File: src/rtl/regfile_sequencer_if.sv
// rtl/regfile_sequencer_if.sv - instruction handshake and register-file bus between sequencer and its environment
//
// Purpose: groups the instruction valid/ready channel and every register-file
// port into one bundle.
//   master : sequencer side. Drives instr_ready and all rf_* controls.
//            Receives instr_valid, instr and the registered read data.
//   slave  : environment side (instruction source plus register file).
// Signals:
//   instr_valid / instr_ready / instr[19:0]  instruction handshake
//   rf_read_p_1, rf_r1, rf_read_data1         read port 1
//   rf_read_p_2, rf_r2, rf_read_data2         read port 2
//   rf_write_p, rf_write_data, rf_w           write port
interface regfile_sequencer_if #(
  parameter int DW = 8,
  parameter int AW = 3
);
  logic          instr_valid;
  logic          instr_ready;
  logic [19:0]   instr;
  logic [AW-1:0] rf_read_p_1;
  logic [AW-1:0] rf_read_p_2;
  logic          rf_r1;
  logic          rf_r2;
  logic [AW-1:0] rf_write_p;
  logic [DW-1:0] rf_write_data;
  logic          rf_w;
  logic [DW-1:0] rf_read_data1;
  logic [DW-1:0] rf_read_data2;

  modport master (
    input  instr_valid, instr, rf_read_data1, rf_read_data2,
    output instr_ready, rf_read_p_1, rf_read_p_2, rf_r1, rf_r2,
           rf_write_p, rf_write_data, rf_w
  );

  modport slave (
    output instr_valid, instr, rf_read_data1, rf_read_data2,
    input  instr_ready, rf_read_p_1, rf_read_p_2, rf_r1, rf_r2,
           rf_write_p, rf_write_data, rf_w
  );
endinterface

File: src/rtl/regfile_sequencer.sv
// rtl/regfile_sequencer.sv - micro-sequencer executing one register-transfer instruction at a time on an 8x8 2R1W register file
//
// Purpose: accepts a 20-bit instruction, reads its operands from the register
// file, computes an ALU result and writes it back, pulsing done on write-back.
// Instruction format: op[19:17] rd[16:14] rs1[13:11] rs2[10:8] imm[7:0]
// Ports:
//   clk      rising-edge clock
//   reset    asynchronous, active-high reset
//   bus      regfile_sequencer_if.master: instruction handshake + register file
//   done     one-cycle pulse coincident with the write-back cycle
//   result   last written-back value
//   zero     result == 0
//   carry    ADD carry / SUB borrow, cleared by every other op
//   retired  count of completed non-NOP instructions (wraps)
module regfile_sequencer #(
  parameter int DW = 8,
  parameter int AW = 3,
  parameter int CW = 16
) (
  input  logic                  clk,
  input  logic                  reset,
  regfile_sequencer_if.master   bus,
  output logic                  done,
  output logic [DW-1:0]         result,
  output logic                  zero,
  output logic                  carry,
  output logic [CW-1:0]         retired
);

  localparam logic [1:0] S_IDLE  = 2'd0;
  localparam logic [1:0] S_READ  = 2'd1;
  localparam logic [1:0] S_EXEC  = 2'd2;
  localparam logic [1:0] S_WRITE = 2'd3;

  localparam logic [2:0] OP_NOP = 3'b000;
  localparam logic [2:0] OP_LDI = 3'b001;
  localparam logic [2:0] OP_ADD = 3'b010;
  localparam logic [2:0] OP_SUB = 3'b011;
  localparam logic [2:0] OP_AND = 3'b100;
  localparam logic [2:0] OP_OR  = 3'b101;
  localparam logic [2:0] OP_XOR = 3'b110;
  localparam logic [2:0] OP_MOV = 3'b111;

  logic [1:0]  state;
  logic [19:0] ir;

  // Fields of the instruction being offered (used on the accept edge)
  logic [2:0]    in_op;
  logic [AW-1:0] in_rd;
  logic [AW-1:0] in_rs1;
  logic [AW-1:0] in_rs2;
  logic [DW-1:0] in_imm;

  // Fields of the latched instruction (used in EXEC)
  logic [2:0]    ir_op;
  logic [AW-1:0] ir_rd;

  assign in_op  = bus.instr[19:17];
  assign in_rd  = bus.instr[14+AW-1:14];
  assign in_rs1 = bus.instr[11+AW-1:11];
  assign in_rs2 = bus.instr[8+AW-1:8];
  assign in_imm = bus.instr[DW-1:0];

  assign ir_op  = ir[19:17];
  assign ir_rd  = ir[14+AW-1:14];

  // Ready only while idle; instr_valid is ignored in every other state
  assign bus.instr_ready = (state == S_IDLE);

  // ALU on the register-file read data, valid during EXEC
  logic [DW:0]   sum;
  logic [DW-1:0] alu_res;
  logic          alu_carry;

  always_comb begin
    sum       = {1'b0, bus.rf_read_data1} + {1'b0, bus.rf_read_data2};
    alu_res   = '0;
    alu_carry = 1'b0;
    case (ir_op)
      OP_ADD: begin
        alu_res   = sum[DW-1:0];
        alu_carry = sum[DW];
      end
      OP_SUB: begin
        alu_res   = bus.rf_read_data1 - bus.rf_read_data2;
        // Borrow: unsigned rs1 < rs2
        alu_carry = (bus.rf_read_data1 < bus.rf_read_data2);
      end
      OP_AND:  alu_res = bus.rf_read_data1 & bus.rf_read_data2;
      OP_OR:   alu_res = bus.rf_read_data1 | bus.rf_read_data2;
      OP_XOR:  alu_res = bus.rf_read_data1 ^ bus.rf_read_data2;
      OP_MOV:  alu_res = bus.rf_read_data1;
      default: alu_res = '0;
    endcase
  end

  // All register-file controls are registered: each enable is set on the
  // edge entering the state that owns it and cleared on the edge leaving it,
  // so a read enable and the write enable can never overlap.
  always_ff @(posedge clk or posedge reset) begin
    if (reset) begin
      state             <= S_IDLE;
      ir                <= '0;
      bus.rf_read_p_1   <= '0;
      bus.rf_read_p_2   <= '0;
      bus.rf_r1         <= 1'b0;
      bus.rf_r2         <= 1'b0;
      bus.rf_write_p    <= '0;
      bus.rf_write_data <= '0;
      bus.rf_w          <= 1'b0;
      done              <= 1'b0;
      result            <= '0;
      zero              <= 1'b0;
      carry             <= 1'b0;
      retired           <= '0;
    end else begin
      case (state)
        S_IDLE: begin
          if (bus.instr_valid) begin
            ir <= bus.instr;
            case (in_op)
              OP_NOP: state <= S_IDLE;
              OP_LDI: begin
                // No operands: go straight to write-back with the immediate
                state             <= S_WRITE;
                bus.rf_w          <= 1'b1;
                bus.rf_write_p    <= in_rd;
                bus.rf_write_data <= in_imm;
                done              <= 1'b1;
                result            <= in_imm;
                zero              <= (in_imm == '0);
                carry             <= 1'b0;
              end
              default: begin
                state           <= S_READ;
                bus.rf_r1       <= 1'b1;
                bus.rf_read_p_1 <= in_rs1;
                // MOV only needs the first operand
                bus.rf_r2       <= (in_op != OP_MOV);
                bus.rf_read_p_2 <= in_rs2;
              end
            endcase
          end
        end

        S_READ: begin
          // Read data returns one cycle later, in EXEC
          state     <= S_EXEC;
          bus.rf_r1 <= 1'b0;
          bus.rf_r2 <= 1'b0;
        end

        S_EXEC: begin
          state             <= S_WRITE;
          result            <= alu_res;
          zero              <= (alu_res == '0);
          carry             <= alu_carry;
          bus.rf_w          <= 1'b1;
          bus.rf_write_p    <= ir_rd;
          bus.rf_write_data <= alu_res;
          done              <= 1'b1;
        end

        S_WRITE: begin
          state    <= S_IDLE;
          bus.rf_w <= 1'b0;
          done     <= 1'b0;
          retired  <= retired + {{(CW-1){1'b0}}, 1'b1};
        end

        default: state <= S_IDLE;
      endcase
    end
  end

endmodule

File: src/flat_wrapper.sv
// flat-port wrapper written by rule: the top's interface ports become plain ports
module regfile_sequencer_flat 
#(
  parameter int DW = 8,
  parameter int AW = 3,
  parameter int CW = 16
)
  (clk, reset, done, result, zero, carry, retired, bus_instr_valid, bus_instr, bus_rf_read_data1, bus_rf_read_data2, bus_instr_ready, bus_rf_read_p_1, bus_rf_read_p_2, bus_rf_r1, bus_rf_r2, bus_rf_write_p, bus_rf_write_data, bus_rf_w);
  regfile_sequencer_if #(.DW(DW), .AW(AW)) bus_i ();
  input  logic clk;
  input  logic reset;
  output logic done;
  output logic [DW-1:0] result;
  output logic zero;
  output logic carry;
  output logic [CW-1:0] retired;
  input wire logic [$bits(bus_i.instr_valid)-1:0] bus_instr_valid;
  input wire logic [$bits(bus_i.instr)-1:0] bus_instr;
  input wire logic [$bits(bus_i.rf_read_data1)-1:0] bus_rf_read_data1;
  input wire logic [$bits(bus_i.rf_read_data2)-1:0] bus_rf_read_data2;
  output wire logic [$bits(bus_i.instr_ready)-1:0] bus_instr_ready;
  output wire logic [$bits(bus_i.rf_read_p_1)-1:0] bus_rf_read_p_1;
  output wire logic [$bits(bus_i.rf_read_p_2)-1:0] bus_rf_read_p_2;
  output wire logic [$bits(bus_i.rf_r1)-1:0] bus_rf_r1;
  output wire logic [$bits(bus_i.rf_r2)-1:0] bus_rf_r2;
  output wire logic [$bits(bus_i.rf_write_p)-1:0] bus_rf_write_p;
  output wire logic [$bits(bus_i.rf_write_data)-1:0] bus_rf_write_data;
  output wire logic [$bits(bus_i.rf_w)-1:0] bus_rf_w;
  assign bus_i.instr_valid = bus_instr_valid;
  assign bus_i.instr = bus_instr;
  assign bus_i.rf_read_data1 = bus_rf_read_data1;
  assign bus_i.rf_read_data2 = bus_rf_read_data2;
  assign bus_instr_ready = bus_i.instr_ready;
  assign bus_rf_read_p_1 = bus_i.rf_read_p_1;
  assign bus_rf_read_p_2 = bus_i.rf_read_p_2;
  assign bus_rf_r1 = bus_i.rf_r1;
  assign bus_rf_r2 = bus_i.rf_r2;
  assign bus_rf_write_p = bus_i.rf_write_p;
  assign bus_rf_write_data = bus_i.rf_write_data;
  assign bus_rf_w = bus_i.rf_w;
  regfile_sequencer #(.DW(DW), .AW(AW), .CW(CW)) u_core (.clk(clk), .reset(reset), .bus(bus_i), .done(done), .result(result), .zero(zero), .carry(carry), .retired(retired));
endmodule
File: config.mk
export PLATFORM = sky130hd
export DESIGN_NAME = regfile_sequencer_flat
export DESIGN_NICKNAME = d
export VERILOG_FILES = /design/src/rtl/regfile_sequencer_if.sv /design/src/rtl/regfile_sequencer.sv /design/src/flat_wrapper.sv
export SDC_FILE = /design/constraint.sdc
export NUM_CORES = 1
export LEC_CHECK = 0
export BUFFER_PORTS_ARGS = -buffer_cell sky130_fd_sc_hd__buf_2
export CAP_MARGIN = 40
export CELL_PAD_IN_SITES_DETAIL_PLACEMENT = 0
export CELL_PAD_IN_SITES_GLOBAL_PLACEMENT = 2
export CORE_UTILIZATION = 32
export CTS_CLUSTER_DIAMETER = 40
export DETAILED_ROUTE_END_ITERATION = 6
export PLACE_DENSITY_LB_ADDON = 0.1
export SLEW_MARGIN = 0
export SYNTH_ARGS = -nofsm -noshare
export SYNTH_HDL_FRONTEND = slang
export SYNTH_SLANG_ARGS = --single-unit
File: constraint.sdc
create_clock -name clk -period 2.2 [get_ports clk]
set_input_delay 0.33 -clock clk [delete_from_list [all_inputs] [get_ports clk]]
set_output_delay 0.33 -clock clk [all_outputs]
set_load 0.1 [all_outputs]
==> results.yml <==
synthesis:
  ys.flop_type: "dfrtp_1"
  synth_async_sr_flop_share_pct: 100.0
  synth_area_leaders: "dfrtp_1 35%, ha_1 12%, mux2_2 4.8%, inv_1 3.5%, nand2_1 3.3%"
  synth_cells: 336
  ys_warn_count: 0
  ys_seq_area_share_pct: 34.78
  syn-cell-area_mm2: 0.003309
  syn_nets: 408
  synth.distinct_cells: 61
  syn_area_per_cell_um2: 9.849
  synth_top_cell_area_share_pct: 34.78
  synth_edf_count: 0
  yosys.area.top_type: "dfrtp_1"
  yosysMostFrequentCell: "dfrtp_1"
  synth_common_cells: "46 x dfrtp_1, 31 x ha_1, 31 x inv_1"
  ys_ff_latch: 46
sta:
  final_hold_viol_count: 0
  setup_slack_ns: 0.07832
  fin_skew_ns: 0.005554
  slew_viol_final: 0
  rsz0062_at_grt: "no"
  setup_viol: 0
  max_freq_mhz: 471.3
  worst-slew-pin-transition_ns: 0.8094
  slew_headroom_pct: 45.80
  min_period_ns: 2.122
  period_share_pct: 96.44
  tns_ns: 0
worst_setup_path:
  timing.rr.start: "u_core.ir[17]"
  cp_max_fo: 3
  endpoint_kind: "flip-flop"
  crit_arrival_ns: 2.33
  crit_type: "primary input to flip-flop"
  r2r-end: "u_core.zero"
  rr_worst_depth: 6
  required_ns: 2.41
  worstPathCellList: "buf_2, ha_1, fa_2, a21o_1, a221o_1, a21oi_1, o21ai_1, a22oi_2, nand4_1, o31ai_2"
  cpPeakStageDelay_ns: 0.35
  startpoint_type: "primary input"
  cp_slowest_cell: "fa_2"
  rrSetupSlack_ns: 0.19
hold_path:
  hold_depth: 2
  hp-class: "primary input to flip-flop"
  min_to: "u_core.bus.rf_read_p_1[0]"
  min_from: "bus_instr[11]"
cts:
  cts.sinks: 46
  clk_path_buf_depth: 2
  insertion_delay_ns: 0.29
  cts_tree: "done"
  cts_made_buffers: 5
  cts_max_level: 2
  cts_root_buffer: "clkbuf_8"
  cts.clk_slew.worst_paths_ns: 0.09
drt:
  ant_nets: 0
  num_vias: 2760
  post_drt_via_cell_ratio: 4.702
  wl_per_cell_um: 13.54
  drtIter0Drc: 81
  firstDrtPassIters: 5
  drc_errors: 0
  drt-total-wl_um: 7950
global_routing:
  grt_use_total_pct: 15.26
  grt_max_degree: 24
  grt_pass1_vias: 2667
  overflow: 0
  grt_pass1_wl_um: 13250
  antenna_found_initial: 0
placed_design:
  place_area_mm2: 0.004093
  dp_hpwl_um: 6468
  placed_cells: 578
  routabilityCongestion: 0.8685
  dp_slack_ns: -0.2803
  port_buffers: 86
floorplanning:
  coreArea_mm2: 0.009910
  rows: 36
  die_w_um: 103.7
  die_h_um: 103.7
  io_pins: 87
  start_util_pct: 33.40
  die_area_mm2: 0.01075
layout:
  stdcell_count: 587
  design_area_mm2: 0.004225
  area_growth_pct: 27.67
  fill_cells: 1049
  nNetsFinal: 525
  antenna_cells: 0
  layout-drive-gt1-share_pct: 39.43
status:
  status: "completed"
job:
  maxCapViolations: 0
-- area by class of cell --
cell class / count / area [µm²] / area share, %
tap: 133 / 166.4 / 3.938
clock inverter: 1 / 5.005 / 0.1184
multi-input combinational: 238 / 1912 / 45.25
timing repair buffer: 131 / 783.3 / 18.54
clock buffer: 7 / 86.33 / 2.043
sequential: 46 / 1156 / 27.36
inverter: 31 / 116.4 / 2.754
-- cells in the final DEF (no fill, tap or decap), drive strengths merged, types with 2 or more instances in the layout --
| cell type | n |
|---|---|
| o221ai | 2 |
| nor3 | 6 |
| buf | 130 |
| a21oi | 16 |
| o211ai | 2 |
| and3 | 3 |
| nor2 | 24 |
| dfrtp | 46 |
| fa | 2 |
| ha | 31 |
| nand4 | 5 |
| inv | 31 |
| o31ai | 3 |
| nand2 | 29 |
| o22ai | 2 |
| a2111oi | 2 |
| mux2 | 14 |
| a221oi | 2 |
| nand2b | 5 |
| o32ai | 2 |
| clkbuf | 7 |
| xor2 | 8 |
| o21ai | 13 |
| a21o | 6 |
| mux2i | 7 |
| nor2b | 4 |
| nor4 | 2 |
| mux4 | 6 |
| a211oi | 3 |
| xnor2 | 12 |
| nand3 | 7 |
| a22oi | 2 |
| a311oi | 3 |
-- per-layer routing --
metal / vias up / wire length [µm] / global-route usage [%]
met3: 5 / 261 / 2.517
met5: - / 0 / 0
li1: 1399 / - / -
met4: 0 / 31 / 2.755
met2: 56 / 3467 / 23.30
met1: 1300 / 4189 / 22.77
-- stage by stage --
stage	hold WS, ns	util, %
floorplan	0.4792	-
global placement	0.2516	41.30
detailed placement	0.2505	41.30
CTS	0.2487	42.32
global route	0.2465	42.64
finish	0.2594	42.64
-- worst max-delay path, delay by kind of cell --
kind	cells	cell delay [ns]
AOI/OAI and AO/OA	6	1.17
adders and majority gates	2	0.58
and+or+nand+nor	1	0.13
buffers and inverters	1	0.12
-- how the worst max path moves through the flow --
stage	start	endpoint	slack [ns]	cells past startpoint
2_1_floorplan	u_core.state[1]	u_core.zero	0.002	8
3_3_place_gp	bus_rf_read_data2[0]	u_core.zero	-0.22	10
3_5_place_dp	bus_rf_read_data2[0]	u_core.zero	-0.28	10
4_1_cts	bus_rf_read_data2[0]	u_core.zero	0.02	10
5_1_grt	bus_rf_read_data2[0]	u_core.zero	0.01	10
6_report	bus_rf_read_data2[0]	u_core.zero	0.08	10
-- flip-flops by register name, indices dropped and copies added, names as in the netlist --
register and count:
u_core.carry 1, u_core.result 8, u_core.bus.rf_write_p 3, u_core.bus.rf_r2 1, u_core.retired 16, u_core.bus.rf_read_p_1 3
u_core.state 2, u_core.ir 6, u_core.bus.rf_w 1, u_core.bus.rf_r1 1, u_core.bus.rf_read_p_2 3, u_core.zero 1
-- cell families after synthesis --
group	share of synthesized area (%)
AND/OR/NAND/NOR	12.67
buffers and inverters	8.393
multiplexers	11.15
adder cells (fa/ha/maj)	12.93
XOR/XNOR	5.293
flip-flops	34.78
AO/OA/AOI/OAI	14.78
-- timing repair --
item,CTS,global route
hold buffers,1,0
gates resized for setup,0,9
setup buffers,0,0
endpoints found under the hold margin,7,0
setup endpoints to repair,0,4
Power is not shown: default switching activity piles up to over one toggle a cycle in this logic, so the estimate is an artifact.
